[src/rtl/pipe_hazard_ctrl_pkg.sv]
// pipe_hazard_ctrl_pkg: state encodings shared by the hazard sequencer and its users
package pipe_hazard_ctrl_pkg;
   localparam int ST_W = 2;
   localparam logic [ST_W-1:0] ST_RUN      = 2'd0;
   localparam logic [ST_W-1:0] ST_MEM_WAIT = 2'd1;
   localparam logic [ST_W-1:0] ST_TIMEOUT  = 2'd2;
endpackage

[src/rtl/pipe_hazard_ctrl_sat_counter.sv]
// sat_counter: sync-reset up counter that sticks at all-ones instead of wrapping
module sat_counter #(
   parameter int W = 16
) (
   input  logic         clk_i,
   input  logic         rst_i,
   input  logic         inc,
   output logic [W-1:0] cnt
);
   always_ff @(posedge clk_i) begin
      if (rst_i) cnt <= '0;
      else if (inc && cnt != '1) cnt <= cnt + W'(1);
   end
endmodule

[src/rtl/pipe_hazard_ctrl.sv]
// pipe_hazard_ctrl: stall/flush sequencer for the 5-stage pipe (load-use, MEM branch, memory wait)
module pipe_hazard_ctrl
   import pipe_hazard_ctrl_pkg::*;
#(
   parameter int MEM_TIMEOUT = 16,
   parameter int CNT_W       = 16
) (
   input  logic             clk_i,
   input  logic             rst_i,
   input  logic [4:0]       id_rs_i,
   input  logic [4:0]       id_rt_i,
   input  logic             id_uses_rt_i,
   input  logic             ex_memread_i,
   input  logic [4:0]       ex_rt_i,
   input  logic             mem_branch_taken_i,
   input  logic             mem_access_i,
   input  logic             mem_ready_i,
   output logic             pc_write_o,
   output logic             if_id_write_o,
   output logic             pipe_hold_o,
   output logic             if_id_flush_o,
   output logic             id_ex_flush_o,
   output logic             ex_mem_flush_o,
   output logic             mem_timeout_o,
   output logic [CNT_W-1:0] stall_cnt_o,
   output logic [CNT_W-1:0] flush_cnt_o,
   output logic [1:0]       state_o
);
   localparam int WW = $clog2(MEM_TIMEOUT + 1);
   logic [ST_W-1:0] state;
   logic [WW-1:0]   wait_cnt;
   logic st_wait, st_to, frozen, load_use, branch, bubble;
   always_comb begin
      st_wait  = state == ST_MEM_WAIT;
      st_to    = state == ST_TIMEOUT;
      // in MEM_WAIT only mem_ready_i matters; in RUN the MEM stage must actually be accessing
      frozen   = !rst_i && (st_to || (!mem_ready_i && (st_wait || mem_access_i)));
      load_use = ex_memread_i && ex_rt_i != 5'd0 &&
                 (ex_rt_i == id_rs_i || (id_uses_rt_i && ex_rt_i == id_rt_i));
      branch   = !rst_i && !frozen && mem_branch_taken_i;
      bubble   = !rst_i && !frozen && !mem_branch_taken_i && load_use;
   end
   assign pc_write_o     = !(frozen || bubble);
   assign if_id_write_o  = !(frozen || bubble);
   assign pipe_hold_o    = frozen;
   assign if_id_flush_o  = branch;
   assign id_ex_flush_o  = branch || bubble;
   assign ex_mem_flush_o = branch;
   assign mem_timeout_o  = st_to;
   assign state_o        = state;
   always_ff @(posedge clk_i) begin
      if (rst_i) begin
         state    <= ST_RUN;
         wait_cnt <= '0;
      end else if (st_wait) begin
         if (mem_ready_i) begin
            state    <= ST_RUN;
            wait_cnt <= '0;
         end else if (wait_cnt == WW'(MEM_TIMEOUT)) state <= ST_TIMEOUT;
         else wait_cnt <= wait_cnt + WW'(1);
      end else if (!st_to) begin
         state    <= frozen ? ST_MEM_WAIT : ST_RUN;
         wait_cnt <= frozen ? WW'(1) : '0;
      end
   end
   sat_counter #(.W(CNT_W)) u_stall_cnt (
      .clk_i(clk_i),
      .rst_i(rst_i),
      .inc  (!pc_write_o),
      .cnt  (stall_cnt_o)
   );
   sat_counter #(.W(CNT_W)) u_flush_cnt (
      .clk_i(clk_i),
      .rst_i(rst_i),
      .inc  (branch),
      .cnt  (flush_cnt_o)
   );
endmodule

[config.mk]
export PLATFORM = sky130hd
export DESIGN_NAME = pipe_hazard_ctrl
export DESIGN_NICKNAME = d
export VERILOG_FILES = /design/src/rtl/pipe_hazard_ctrl_pkg.sv /design/src/rtl/pipe_hazard_ctrl_sat_counter.sv /design/src/rtl/pipe_hazard_ctrl.sv
export SDC_FILE = /design/constraint.sdc
export NUM_CORES = 1
export LEC_CHECK = 0
export CAP_MARGIN = 0
export CORE_AREA = 2 2 84 62
export CTS_CLUSTER_DIAMETER = 80
export DETAILED_ROUTE_END_ITERATION = 12
export DIE_AREA = 0 0 86 64
export GPL_ROUTABILITY_DRIVEN = 0
export GPL_TIMING_DRIVEN = 0
export PLACE_DENSITY = 0.85
export REMOVE_ABC_BUFFERS = 1
export SLEW_MARGIN = 15
export SYNTH_ARGS = -nofsm -noshare
export SYNTH_HDL_FRONTEND = slang
export SYNTH_SLANG_ARGS = --single-unit
[constraint.sdc]
create_clock -name clk_i -period 2.7 [get_ports clk_i]
set_input_delay 0.54 -clock clk_i [delete_from_list [all_inputs] [get_ports clk_i]]
set_output_delay 0.54 -clock clk_i [all_outputs]
set_load 0.01 [all_outputs]
==> results of run 1 <==
-- tightest hold or removal path, cell delays in order (launching register included) --
cell and delay [ns]:
dfxtp_1 0.33, o31ai_1 0.07, a21oi_1 0.06
-- metal layers --
layer  up-vias  routed length, microns  GRT usage (%)
li1       1025                       -              -
met1       989                    2610           28.3
met3        11                     375           5.30
met2        69                    2340           30.6
met4         0                      88           7.34
met5         -                       0              0
-- cell usage in the layout, fill, tap and decap left out, drive strengths merged, types with 6 or more instances in the layout --
| cell | count |
|---|---|
| nor4 | 7 |
| a21oi | 11 |
| nand2 | 19 |
| nand3 | 14 |
| xor2 | 11 |
| nand4 | 8 |
| xnor2 | 21 |
| nor3 | 10 |
| dfxtp | 39 |
| buf | 10 |
| inv | 14 |
| nor2 | 36 |
| o21ai | 6 |
| clkdlybuf4s50 | 50 |
| clkbuf | 8 |
-- state kept, by name, indices dropped and copies added (netlist names) --
signal,cells
wait_cnt,5
state_o,2
u_stall_cnt.cnt,16
u_flush_cnt.cnt,16
-- where the power goes --
group	switching [mW]	leakage, nW	internal [mW]	total, mW
clock	0.206	0.0470	0.201	0.407
sequential	0.00630	0.315	0.579	0.585
combinational	0.0663	0.649	0.0693	0.136
total	0.279	1.01	0.848	1.13
-- logic make-up after synthesis --
family,after synthesis,synth area share (%)
and+or+nand+nor,119,29.3
DFF,39,37.1
AOI/OAI and AO/OA,34,10.8
xor gates and xnor gates,32,13.3
buffers and inverters,23,4.63
muxes,5,2.50
adders and majority gates,4,2.38
-- metrics by stage --
stage	area, sq um	TNS (ns)
CTS	2880	0
detailed placement	2750	-4.85
global placement	2760	-33.86
floorplan	2060	0
finish	2910	0
global route	2910	-0.0185
-- what timing repair did --
action / 4_1_cts / 5_1_grt
setup endpoints to repair: 9 / 10
setup buffers: 4 / 2
endpoints found under the hold margin: 0 / 0
gates cloned: 0 / 0
gates resized for setup: 28 / 9
pin swaps: 5 / 3
-- how the worst min path moves through the flow --
| stage | endpoint | depth (start not counted) | slack, ns | from |
|---|---|---|---|---|
| after detailed placement | u_stall_cnt.cnt[9] | 2 | 0.49 | u_stall_cnt.cnt[9] |
| final | u_stall_cnt.cnt[9] | 2 | 0.51 | u_stall_cnt.cnt[9] |
| after CTS | u_stall_cnt.cnt[9] | 2 | 0.50 | u_stall_cnt.cnt[9] |
| after floorplan | wait_cnt[4] | 2 | 0.48 | wait_cnt[4] |
| after global routing | u_stall_cnt.cnt[9] | 2 | 0.52 | u_stall_cnt.cnt[9] |
| after global placement | u_stall_cnt.cnt[9] | 2 | 0.48 | u_stall_cnt.cnt[9] |
-- area by class of cell --
cell class,instances,area (sq um)
Tap cell,57,71.3
Fill cell,410,1740
Clock inverter,1,5.00
Timing Repair Buffer,68,638
Clock buffer,6,82.6
Inverter,14,55.1
Multi-Input combinational cell,194,1280
Sequential cell,39,781
==> out/results.ini, run 1 <==
[run_status]
status = completed

[worst_setup_path]
worst-r2r-setup-slack_ns = 0.28
path_class = in2out
crit_slowest_cell = clkdlybuf4s50_1
worstPathArrival_ns = 2.08
required_ns = 2.16
worst_setup_path_start_kind = input port
crit_buf_inv = 3
r2r_end = u_stall_cnt.cnt[11]
crit_start = mem_ready_i
worstPathCellList = dlygate4sd2_1, nor3b_4, o31ai_2, inv_1, clkdlybuf4s50_1
ff2ff_path_depth = 6
cp_max_fo = 8
end_kind = primary output
path_depth = 5
worstReg2RegStart = state_o[0]
critPathTopFamily = buffers and inverters
cpPeakStageDelay_ns = 0.56
cp-endpoint = pipe_hold_o

[route]
wl_per_cell_microns = 14.3
vias = 2094
vias_per_cell = 5.53
drt_iter0_markers = 134
ant_nets = 0
drc = 0
wl_microns = 5420
drtPass1Iterations = 4

[clock_tree]
cts.sinks = 39
holdBufCountCts = 0
clock_latency_ns = 0.29
cts_htree_levels = 2
cts_buffer_depth = 2
clock_tree.root_cell = clkbuf_8
cts_tree = built
path_clk_slew_ns = 0.07
numCtsBuffers = 5

[logic_synthesis]
synth.most_common_cell = dfxtp_1
synth_enable_flop_cells = 0
synth_top_cell_by_area = dfxtp_1
async_reset_ff_share_pct = 0
synth_flop_cell = dfxtp_1
ys_top_cells_by_area = dfxtp_1 37%, xnor2_1 8.7%, nor2_1 6.2%
ys_seq_elements = 39
yosys-top-cells-count = 39 x dfxtp_1, 35 x nor2_1, 21 x xnor2_1
yosys_warnings = 0
synth_top_area_share_pct = 37.1
syn_area_per_cell_sq_um = 8.23
post_synth_num_cell_types = 46
yosysSeqAreaShare_pct = 37.1
syn_area_sq_um = 2110
synth_cells = 256

[timing]
grt_setup_unrepaired = true
fin_crit_ns = 2.62
worst_slack_ns = 0.0814
post-route-period-util_pct = 97.0
hold_slack_ns = 0.511
skew_ns = 0.00757
setup_viol = 0
hold_violations = 0
slew_viol_final = 0
worst_slew_pin_slew_ns = 0.625
max_freq_mhz = 382
slew_headroom_pct = 57.8

[placed_design]
hpwl_microns = 3850
port-buffer-count = 62
dp_cells = 366
preCtsSetupSlack_ns = -0.684

[grt]
antenna_found_initial = 0
grt_pass1_vias = 1943
gr-total-overflow = 0
grt_start_max_net_pins = 41
grt_pass1_wl_microns = 9090
grt_usage_pct = 20.4

[finish]
num-nets-final = 348
area_delta_synth_final_pct = 38.4
antenna_cells = 0
final_layout_size_suffix_gt1_share_pct = 10.2
instances_no_fill = 379
final_util_pct = 62.7

[pwr]
power.leakage_nw = 1.01
vdd_drop_max_mv = 0.235
total_power_mw = 1.13
power_density_nw_per_um2 = 387

[floorplanning]
io_pins = 63
dieArea_sq_um = 5500
die_x_microns = 86
design.core.area_sq_um = 4650
rows = 21
initial_core_util_pct = 45.3
die_h_microns = 64

[run]
maxCapViolCount = 0

[min_path]
min_path_type = reg2reg

No activity file was read; power rests on OpenSTA's default activity.
==> run 2: changes to the inputs <==
--- a/config.mk
+++ b/config.mk
@@ -14,6 +14,7 @@
 export GPL_TIMING_DRIVEN = 0
 export PLACE_DENSITY = 0.85
 export REMOVE_ABC_BUFFERS = 1
+export SKIP_LAST_GASP = 1
 export SLEW_MARGIN = 15
 export SYNTH_ARGS = -nofsm -noshare
 export SYNTH_HDL_FRONTEND = slang
==> constraint.sdc (replaced) <==
create_clock -name clk_i -period 2.55 [get_ports clk_i]
set_input_delay 0.51 -clock clk_i [delete_from_list [all_inputs] [get_ports clk_i]]
set_output_delay 0.51 -clock clk_i [all_outputs]
set_load 0.01 [all_outputs]
==> run 2 against run 1 <==
  * Clock-buffer cell count stayed put
  * Final cell count rose by 0.26%
  * Total power is 5.5% higher
  * Register-to-register slack about the same
  * Global-route usage increased by 0.19 points
  * Routed wire length is 0.68% higher
  * Sequential power grew 5.8%
==> out/results.ini, run 2 (synthesis results as in run 1) <==
[run_status]
status = completed

[clock_tree]
cts_buffer_depth = 2  ; unchanged
path_clk_slew_ns = 0.07  ; about the same
clock_latency_ns = 0.29  ; about the same
cts_htree_levels = 2  ; unchanged
clock_tree.root_cell = clkbuf_8
cts_tree = built
cts.sinks = 39  ; unchanged
numCtsBuffers = 5  ; unchanged

[pwr]
power.leakage_nw = 1.00  ; -0.87%
total_power_mw = 1.19  ; +5.5%
power_density_nw_per_um2 = 407  ; +5.3%
vdd_drop_max_mv = 0.247  ; +5.2%

[worst_setup_path]
r2r_end = u_stall_cnt.cnt[7]
crit_slowest_cell = clkdlybuf4s50_1
end_kind = primary output
crit_buf_inv = 3  ; unchanged
critPathTopFamily = buffers and inverters
cp_max_fo = 8  ; unchanged
worstPathCellList = dlygate4sd2_1, nor3b_4, o31ai_2, inv_2, clkdlybuf4s50_1
worst-r2r-setup-slack_ns = 0.29  ; about the same
worstReg2RegStart = u_stall_cnt.cnt[0]
required_ns = 2.04  ; -0.12 ns
cpPeakStageDelay_ns = 0.54  ; -0.02 ns
ff2ff_path_depth = 7  ; +1
path_class = in2out
worst_setup_path_start_kind = input port
worstPathArrival_ns = 2.00  ; -0.08 ns

[finish]
antenna_cells = 0  ; unchanged
top_regs = u_flush_cnt.cnt x16, u_stall_cnt.cnt x16, wait_cnt x5
area_delta_synth_final_pct = 38.7
final_common_cell = clkdlybuf4s50_1
instances_no_fill = 380  ; +0.26%
num-nets-final = 349  ; +0.29%
fin_area_sq_um = 2920  ; +0.21%
mostFrequentLayoutCells = 50 x clkdlybuf4s50_1, 37 x dfxtp_1, 34 x nor2_1, 21 x xnor2_1, 18 x nand2_1
final_layout_size_suffix_gt1_share_pct = 12.4  ; +2.1 points

[route]
ant_nets = 0  ; unchanged
wl_per_cell_microns = 14.4  ; +0.42%
drtPass1Iterations = 4  ; unchanged
vias = 2101  ; +0.33%
drt_iter0_markers = 131  ; -2.2%
vias_per_cell = 5.53  ; about the same
wl_microns = 5450  ; +0.68%
drc = 0  ; unchanged

[timing]
worst_slew_pin_slew_ns = 0.724  ; +0.0991 ns
max_freq_mhz = 398
setup_viol = 0  ; unchanged
grt_setup_unrepaired = true
slew_viol_final = 0  ; unchanged
slew_headroom_pct = 51.1  ; -6.7 points
fin_crit_ns = 2.51
post-route-period-util_pct = 98.6
skew_ns = 0.00511  ; -0.00246 ns
hold_violations = 0  ; unchanged

[floorplanning]
dieArea_sq_um = 5500  ; unchanged
initial_core_util_pct = 45.3  ; unchanged
die_x_microns = 86  ; unchanged
rows = 21  ; unchanged
io_pins = 63  ; unchanged
die_h_microns = 64  ; unchanged
design.core.area_sq_um = 4650  ; unchanged

[placed_design]
port-buffer-count = 62  ; unchanged
dp_cells = 366  ; unchanged
hpwl_microns = 3850  ; unchanged
placed_area_sq_um = 2750  ; unchanged

[grt]
grt_start_max_net_pins = 41  ; unchanged
grt_usage_pct = 20.6  ; +0.19 points
grt_pass1_vias = 1956  ; +0.67%
gr-total-overflow = 0  ; unchanged
grt_pass1_wl_microns = 9180  ; +0.99%
antenna_found_initial = 0  ; unchanged

[run]
maxCapViolCount = 0  ; unchanged

[min_path]
min_path_type = reg2reg
min-delay-start = u_stall_cnt.cnt[9]
hold_end = u_stall_cnt.cnt[9]
whs_path_depth = 2  ; unchanged

run 2: changes by cell type in the layout (fill, tap and decap cells not counted), moves of 2 or more:
| cell | change |
|---|---|
| inv_1 | -2 |
| dfxtp_1 | -2 |
| inv_2 | +2 |
| dfxtp_2 | +2 |
| buf_2 | +2 |
run 2: worst max path at each step:
stage                           start  cells past startpoint                  end  slack, ns
after detailed placement   ex_rt_i[1]                      6        if_id_write_o      -0.77
after global placement          rst_i                      6           pc_write_o      -1.42
final                     mem_ready_i                      5          pipe_hold_o       0.04
after floorplan            state_o[1]                      7  u_stall_cnt.cnt[11]       0.27
after CTS                  ex_rt_i[4]                      6           pc_write_o      0.006
after global routing       ex_rt_i[0]                      7   u_stall_cnt.cnt[7]      -0.03
run 2: area by class of cell:
type	count	area, sq um
fill	408	1730
multi-input combinational	194	1280
sequential	39	783
timing repair buffer	69	642
clock buffer	6	82.6
tap	57	71.3
inverter	14	55.1
clock inverter	1	5.00
run 2: repair_timing:
item	4_1_cts	5_1_grt
resized for setup	36	9
pin swaps	5	5
setup endpoints to repair	10	19
buffers inserted	5	2
hold buffers	0	0
run 2: worst reg2reg max path, delay by kind of cell, from the launching register on:
| kind | cells | cell delay, ns |
|---|---|---|
| DFF | 1 | 0.36 |
| and+or+nand+nor | 4 | 1.13 |
| adders and majority gates | 1 | 0.23 |
| AOI/OAI and AO/OA | 2 | 0.48 |
run 2: stage by stage:
step	hold slack (ns)	setup slack, ns	util, %	setup TNS, ns
finish	0.505	0.0351	62.8	0
global route	0.517	-0.0278	62.8	-0.0786
CTS	0.504	0.00642	62.6	0
detailed placement	0.494	-0.774	59.1	-7.89
global placement	0.477	-1.42	59.2	-38.72
floorplan	0.479	0.269	-	0
run 2: layer usage:
metal  global-route usage (%)  share of wire, %
met1                     28.5                48
met2                     30.8                43
met3                     5.43               6.4
met4                     7.54               1.6
met5                        0                 0
run 2: where the power goes:
group          switching (mW)  internal, mW  leakage [nW]
Sequential            0.00668         0.613         0.315
Combinational          0.0702        0.0734         0.640
Clock                   0.214         0.212        0.0470
Total                   0.291         0.899          1.00
